## config.mk

```make
export PLATFORM = sky130hd
export DESIGN_NAME = ball_motion_ctrl
export DESIGN_NICKNAME = d
export VERILOG_FILES = /design/src/rtl/ball_pkg.sv /design/src/rtl/tick_gen.sv /design/src/rtl/ball_motion_ctrl.sv
export SDC_FILE = /design/constraint.sdc
export NUM_CORES = 1
export LEC_CHECK = 0
export BUFFER_PORTS_ARGS = -buffer_cell sky130_fd_sc_hd__buf_4
export CORE_MARGIN = 2
export CORE_UTILIZATION = 45
export CTS_CLUSTER_SIZE = 30
export DETAILED_ROUTE_END_ITERATION = 16
export PLACE_DENSITY = 0.62
export SYNTH_ARGS = -nofsm -noshare
export SYNTH_HDL_FRONTEND = slang
export SYNTH_SLANG_ARGS = --single-unit
export TNS_END_PERCENT = 20
```

## constraint.sdc

```tcl
create_clock -name clk -period 4 [get_ports clk]
set_input_delay 0.2 -clock clk [delete_from_list [all_inputs] [get_ports clk]]
set_output_delay 0.2 -clock clk [all_outputs]
set_load 0.005 [all_outputs]
```

## src/rtl/ball_pkg.sv

```systemverilog
// Shared encodings for the ball motion controller.
// State machine states and axis direction values.
package ball_pkg;

  typedef enum logic [1:0] {
    ST_IDLE,
    ST_MANUAL,
    ST_AUTO
  } state_t;

  localparam logic DIR_POS = 1'b1;
  localparam logic DIR_NEG = 1'b0;

endpackage

```

## src/rtl/tick_gen.sv

```systemverilog
// Move-rate divider: pulses tick once every TICK_DIV enabled cycles.
// en=0 freezes the phase, clr returns the count to zero.
module tick_gen #(
  parameter int TICK_DIV = 1
) (
  input  logic clk,
  input  logic rst,
  input  logic en,
  input  logic clr,
  output logic tick
);

  localparam int CW = (TICK_DIV > 1) ? $clog2(TICK_DIV) : 1;
  localparam logic [CW-1:0] LAST = CW'(TICK_DIV - 1);

  logic [CW-1:0] cnt;

  assign tick = en && (cnt == LAST);

  always_ff @(posedge clk or posedge rst) begin
    if (rst) begin
      cnt <= '0;
    end else if (clr) begin
      cnt <= '0;
    end else if (en) begin
      cnt <= (cnt == LAST) ? '0 : cnt + 1'b1;
    end
  end

endmodule

```

## src/rtl/ball_motion_ctrl.sv

```systemverilog
// Ball position controller: manual button moves or autonomous bounce,
// rate-divided by tick_gen and clamped to the visible area.
module ball_motion_ctrl
  import ball_pkg::*;
#(
  parameter int H_RES     = 640,
  parameter int V_RES     = 480,
  parameter int BALL_SIZE = 16,
  parameter int STEP      = 1,
  parameter int TICK_DIV  = 1,
  parameter int X_W       = 10,
  parameter int Y_W       = 9
) (
  input  logic           clk,
  input  logic           rst,
  input  logic           start,
  input  logic           mode,
  input  logic           pause,
  input  logic           up,
  input  logic           down,
  input  logic           left,
  input  logic           right,
  output logic [X_W-1:0] ballX,
  output logic [Y_W-1:0] ballY,
  output logic           dirX,
  output logic           dirY,
  output logic           hit_x,
  output logic           hit_y
);

  localparam int X_MAX = H_RES - BALL_SIZE;
  localparam int Y_MAX = V_RES - BALL_SIZE;
  localparam logic signed [X_W:0] XMAX_S = (X_W+1)'(X_MAX);
  localparam logic signed [Y_W:0] YMAX_S = (Y_W+1)'(Y_MAX);
  localparam logic signed [X_W:0] XSTEP  = (X_W+1)'(STEP);
  localparam logic signed [Y_W:0] YSTEP  = (Y_W+1)'(STEP);

  state_t state;
  logic   tick;
  logic   tg_en;
  logic   tg_clr;

  assign tg_en  = (state != ST_IDLE) && !pause;
  assign tg_clr = (state == ST_IDLE);

  tick_gen #(
    .TICK_DIV(TICK_DIV)
  ) u_tick (
    .clk (clk),
    .rst (rst),
    .en  (tg_en),
    .clr (tg_clr),
    .tick(tick)
  );

  logic signed [X_W:0] xs, xm;
  logic signed [Y_W:0] ys, ym;
  logic                bx, by;

  // Touching a wall in auto mode counts as a bounce.
  always_comb begin
    xs = $signed({1'b0, ballX});
    ys = $signed({1'b0, ballY});
    xm = xs;
    ym = ys;
    bx = 1'b0;
    by = 1'b0;
    if (state == ST_AUTO) begin
      xm = (dirX == DIR_POS) ? xs + XSTEP : xs - XSTEP;
      ym = (dirY == DIR_POS) ? ys + YSTEP : ys - YSTEP;
      if (dirX == DIR_POS && xm >= XMAX_S) begin
        xm = XMAX_S;
        bx = 1'b1;
      end else if (dirX == DIR_NEG && xm <= 0) begin
        xm = '0;
        bx = 1'b1;
      end
      if (dirY == DIR_POS && ym >= YMAX_S) begin
        ym = YMAX_S;
        by = 1'b1;
      end else if (dirY == DIR_NEG && ym <= 0) begin
        ym = '0;
        by = 1'b1;
      end
    end else begin
      if (right && !left) xm = xs + XSTEP;
      else if (left && !right) xm = xs - XSTEP;
      if (down && !up) ym = ys + YSTEP;
      else if (up && !down) ym = ys - YSTEP;
      if (xm > XMAX_S) xm = XMAX_S;
      else if (xm < 0) xm = '0;
      if (ym > YMAX_S) ym = YMAX_S;
      else if (ym < 0) ym = '0;
    end
  end

  always_ff @(posedge clk or posedge rst) begin
    if (rst) begin
      state <= ST_IDLE;
      ballX <= X_W'(X_MAX / 2);
      ballY <= Y_W'(Y_MAX / 2);
      dirX  <= DIR_POS;
      dirY  <= DIR_POS;
      hit_x <= 1'b0;
      hit_y <= 1'b0;
    end else begin
      hit_x <= 1'b0;
      hit_y <= 1'b0;
      unique case (state)
        ST_IDLE:   if (start) state <= mode ? ST_AUTO : ST_MANUAL;
        ST_MANUAL: if (mode) state <= ST_AUTO;
        ST_AUTO:   if (!mode) state <= ST_MANUAL;
        default:   state <= ST_IDLE;
      endcase
      if (tick && state != ST_IDLE) begin
        ballX <= xm[X_W-1:0];
        ballY <= ym[Y_W-1:0];
        if (bx) begin
          dirX  <= ~dirX;
          hit_x <= 1'b1;
        end
        if (by) begin
          dirY  <= ~dirY;
          hit_y <= 1'b1;
        end
      end
    end
  end

endmodule

```

==> results.cfg, run 1 <==
[power]
vdd_drop_max_v = 0.0003550
switching_power_uw = 1030
combinationalPowerShare_pct = 56.2
p_clk_share_pct = 7.5
p_seq_share_pct = 36.3
power_density_mw_per_mm2 = 664.5
p_int_uw = 979.0
p_sw_share_pct = 51.28
p_leak_uw = 0.001192

[cts]
clk_pin_slew_ps = 80
cts.sink_count = 25
cts_resized = 0
clock_path_buffers = 2
cts-root-buf = clkbuf_8
h-tree-depth = 1
insertion_delay_ps = 270
numCtsBuffers = 3
postCtsHoldBufs = 0
cts_tree = built
cts_setup_buffers = 0

[worst_setup_path]
slowest_stage = or4b_2
crit_chain = inv_1, ha_1, or4b_2, o22ai_1, xor2_1, a21oi_1, a21oi_2, nor2_1, nand2_1, o311ai_0
worstPathArrival_ps = 3520
worst_setup_path_end_kind = register
cp_max_fo = 12
worstSetupPathType = reg2reg
slowest_delay_ps = 620
critPathRequiredTime_ps = 4150
start_kind = register

[floorplanning]
io_pins = 32
start_util_pct = 47.06
die_y_um = 83.15
die_x_um = 83.15
dieArea_mm2 = 0.006913
rows = 28
core-area_mm2 = 0.005991

[global_routing]
antenna_found_initial = 0
grt_pass1_wl_um = 13110
grt_max_degree = 26
grt_pass1_vias = 2477
grt_usage_pct = 22.61
grt.overflow.total = 0

[placement]
routabilityCongestion = 0.9715
dp_hpwl_um = 5886
place_ws_ps = 773.8
post_dp_cell_area_mm2 = 0.002978
port_buffers = 31

[sta]
finalSetupTns_ps = 0
hold_viol = 0
skew_ps = 11.54
tightest_slew_ps = 976.4
fin_ws_ps = 627.8
fin_crit_ps = 3372
drv_slew = 0
fmax_ghz = 0.2965
final-setup-viol-count = 0
maxSlewHeadroom_pct = 34.83
fin_crit_sh_pct = 84.31
rsz0062_at_grt = false

[run_status]
outcome = finished clean

[finish]
fill_cells = 612
layout-drive-gt1-share_pct = 18.18
fin_nets = 377
final_util_pct = 50.48
diodes = 0
area_growth_pct = 7.279
finalInstanceArea_mm2 = 0.003024

[hold_path]
min_path_type = in2reg

[synth]
synth.largest_area_cell = dfrtp_1
syn_area_per_cell_um2 = 7.830
synth_top_area_share_pct = 13.32
synthFlopType = dfrtp_1
post_synth_inst_count = 360
ys_types = 78
yosysSeqAreaShare_pct = 22.64
ys_async_sr_fraction_pct = 100.0
synth_area_leaders = dfrtp_1 (13%), dfstp_2 (9.3%), xnor2_1 (5.0%)
syn-num-nets = 373
yosys_warnings = 0
ys_ff_latch = 25
synth.cell_area_mm2 = 0.002819
synth-edff-count = 0

[detailed_routing]
routed_via_density = 6.534
drc = 0
first_iter_violations = 397
vias = 2862
detail-route-antenna-nets = 0
avgRoutedWirePerCell_um = 18.10
first_pass_iters = 5
totalWireLength_um = 7927

[job]
drv_cap = 0
[power by group through the flow]
stage / combinational (µW) / sequential (µW) / clock (µW)
6_report: 1130 / 730 / 151
5_1_grt: 1240 / 768 / 167
4_1_cts: 1110 / 717 / 156
3_5_place_dp: 1100 / 722 / 0
3_3_place_gp: 1110 / 725 / 0
2_1_floorplan: 1030 / 476 / 0
[cells in the final DEF (no fill, tap or decap), drive strengths merged, types with 8 or more instances in the layout]
cell and count:
nand2 27, nand3 18, xor2 13, buf 32
a21oi 9, dfstp 10, nor3 11, xnor2 16
nand4 9, o21ai 19, dfrtp 15, o22ai 8
nor2b 9, and2 8, inv 11, nor2 29
[Yosys cell counts, types with 9 or more instances]
| cell type | count |
|---|---|
| xor2_1 | 13 |
| nor2_1 | 28 |
| nor2b_1 | 9 |
| nand2_1 | 27 |
| o21ai_0 | 18 |
| inv_1 | 11 |
| nor3_1 | 10 |
| dfrtp_1 | 15 |
| nand3_1 | 18 |
| dfstp_2 | 10 |
| xnor2_1 | 16 |
| buf_2 | 14 |
| clkbuf_1 | 13 |
[state kept, by name, summed over array words and instances, names as in the netlist]
name   flops
hit_x      1
ballX     10
hit_y      1
state      2
dirY       1
ballY      9
dirX       1
[logic make-up after synthesis]
logic type / after synthesis / synth area share, %
muxes: 3 / 1.110
DFF: 25 / 22.64
adders and majority gates: 4 / 1.775
buffers and inverters: 44 / 7.679
xor gates and xnor gates: 29 / 9.010
AOI/OAI and AO/OA: 97 / 26.10
and+or+nand+nor: 158 / 31.69
[worst paths after layout]
kind                                from  endpoint  slack (ps)  cells past startpoint
worst min register to register  ballY[6]  ballY[6]         550                      2
min in group asynchronous            rst  ballX[2]         150                      2
worst min-delay path                mode  state[0]          90                      2
worst max-delay path            ballX[0]  ballX[1]         630                     10
worst max register to register  ballX[0]  ballX[1]         630                     10
max in group asynchronous            rst  ballY[4]        3250                      2
[final cells by class]
class	instances	area [µm²]	area share (%)
Multi-Input combinational cell	291	1964	64.96
Tap cell	75	93.84	3.103
Timing Repair Buffer	32	240.2	7.944
Clock buffer	3	41.29	1.365
Clock inverter	1	5.005	0.1655
Inverter	11	41.29	1.365
Sequential cell	25	638.1	21.10
[layer usage]
layer	wire length, µm	part of all wire, %	GRT usage, %	vias to the layer above
met4	58	0.73	2.235	0
met3	709	8.9	3.280	10
met2	3180	40	30.87	164
met5	0	0	0	-
li1	-	-	-	1355
met1	3978	50	37.92	1333
[critical path: cells and delay by family (launching register included)]
kind / cells / cell delay, ps
AND/OR/NAND/NOR: 3 / 1140
AO/OA/AOI/OAI: 4 / 880
flip-flops: 1 / 530
adder cells (fa/ha/maj): 1 / 390
buffers and inverters: 1 / 200
XOR/XNOR: 1 / 110
[stage by stage]
step | hold slack (ps) | power (µW) | std cells
detailed placement | 373.1 | 1825 | 434
global route | 88.34 | 2171 | 438
finish | 88.37 | 2009 | 438
floorplan | 219.9 | 1508 | 360
global placement | 372.1 | 1834 | 434
CTS | 84.69 | 1983 | 438
No activity file was read; power rests on OpenSTA's default activity.
==> run 2, diff against run 1 <==
clock period = 3.24 ns   (was 4 ns; I/O delays follow)
==> run 2 against run 1 <==
  * Combinational power rose by 37%
  * First-iteration DRC count fell by 21%
  * Critical path type unchanged
  * Non-clock buffer count rose by 11
  * Highest routed layer unchanged
  * Cell count rose by 2.5%
  * Largest power group unchanged
==> results.cfg, run 2 (synthesis results as in run 1) <==
[run_status]
outcome = finished clean

[finish]
fin_nets = 388
diodes = 0
area_growth_pct = 10.43
finalInstanceArea_mm2 = 0.003113
largest_reg_flops = 10
seqCellArea_um2 = 638.1
layout-drive-gt1-share_pct = 20.59
reg.largest.list = ballX: 10 flops, ballY: 9 flops, state: 2 flops
multi_input_area_mm2 = 0.001972
top_register = ballX
layout_commonest_cell = buf_4
fill_cells = 621
layout_common_cells = buf_4 (43), nor2_1 (28), nand2_1 (27)

[worst_setup_path]
start_kind = register
crit_chain = ha_1, nand3b_1, o22ai_1, xnor2_1, a2111oi_2, o311a_2, or2_1, or4_1, nand3_1
worstSetupPathType = reg2reg
slowest_stage = o311a_2
critPathRequiredTime_ps = 3460
slowest_delay_ps = 450
worstPathArrival_ps = 3290
cp_max_fo = 7
worst_setup_path_end_kind = register

[floorplanning]
rows = 28
die_x_um = 83.15
dieArea_mm2 = 0.006913
start_util_pct = 47.06
core-area_mm2 = 0.005991
die_y_um = 83.15
io_pins = 32

[sta]
tightest_slew_ps = 959.9
fin_crit_ps = 3072
final-setup-viol-count = 0
drv_slew = 0
fmax_ghz = 0.3256
skew_ps = 10.40
maxSlewHeadroom_pct = 35.94
hold_viol = 0
fin_crit_sh_pct = 94.80

[detailed_routing]
first_pass_iters = 5
detail-route-antenna-nets = 0
first_iter_violations = 315
totalWireLength_um = 8075
drc = 0
routed_via_density = 6.463
avgRoutedWirePerCell_um = 17.98
vias = 2902

[power]
power_density_mw_per_mm2 = 824.0
finalPower_uw = 2565
p_leak_uw = 0.001249
vdd_drop_max_v = 0.0003560

[cts]
insertion_delay_ps = 280
cts-root-buf = clkbuf_8
numCtsBuffers = 3
clk_pin_slew_ps = 90
h-tree-depth = 1
clock_path_buffers = 2
cts_setup_buffers = 0
postCtsHoldBufs = 0
cts_resized = 0
cts_tree = built
cts.sink_count = 25

[global_routing]
grt_usage_pct = 23.09
grt.overflow.total = 0
antenna_found_initial = 0
grt_pass1_vias = 2542
grt_pass1_wl_um = 13210
grt_max_degree = 26

[placement]
dp_hpwl_um = 5938
post_dp_cell_area_mm2 = 0.003060
routabilityCongestion = 0.9188
port_buffers = 31

[job]
drv_cap = 0

[hold_path]
min_path_type = in2reg
## run 2: cell count changes in the layout (fill, tap and decap cells not counted)
cell	before	now
or2_1	1	2
clkbuf_1	0	1
or2_0	1	0
buf_4	32	43
clkinv_2	1	0
a32oi_2	0	1
a32oi_1	5	4
## run 2: power breakdown
group | leakage (µW) | total, µW | switching [µW] | internal, µW
clock | 0.0000228 | 193 | 104 | 88.3
combinational | 0.000941 | 1550 | 839 | 710
sequential | 0.000286 | 824 | 348 | 476
total | 0.00125 | 2570 | 1290 | 1270
## run 2: layout make-up
cell class              count  share of cell area [%]
clock buffers               4                   1.447
flip-flops and latches     25                   20.50
inverters                  11                   1.326
repair buffers             43                   10.37
multi-input cells         291                   63.34
well taps                  75                   3.014
## run 2: through the flow
step	hold slack [ps]	worst slack, ps	instances	util (%)	setup TNS [ps]
floorplan	181.9	361.5	360	-	0
global placement	331.8	135.1	445	51.09	0
detailed placement	335.2	156.7	445	51.09	0
global route	24.85	-2.018	449	51.96	-3.725
finish	30.74	168.4	449	51.96	0
CTS	24.49	140.8	449	51.84	0
## run 2: per-layer routing
metal | wire length (µm) | track usage [%] | vias up | part of all wire (%)
li1 | - | - | 1373 | -
met2 | 3285 | 31.52 | 130 | 41
met1 | 3988 | 37.06 | 1390 | 49
met3 | 705 | 3.976 | 9 | 8.7
met4 | 95 | 5.216 | 0 | 1.2
met5 | 0 | 0 | - | 0
## run 2: worst max-delay path, delay by kind of cell (launching register included)
kind	cells	cell delay [ps]
and+or+nand+nor	4	1180
AOI/OAI and AO/OA	3	900
DFF	1	420
adders and majority gates	1	320
xor gates and xnor gates	1	180
## run 2: path summary, 6_finish.rpt
| kind | to | depth (start not counted) | start | slack [ps] |
|---|---|---|---|---|
| setup / recovery | ballX[7] | 9 | ballX[1] | 170 |
| hold / removal | state[0] | 2 | mode | 30 |
| setup reg to reg | ballX[7] | 9 | ballX[1] | 170 |
| hold reg to reg | ballY[6] | 2 | ballY[6] | 550 |
| max in group asynchronous | ballY[2] | 2 | rst | 2550 |
| min in group asynchronous | ballX[7] | 2 | rst | 100 |
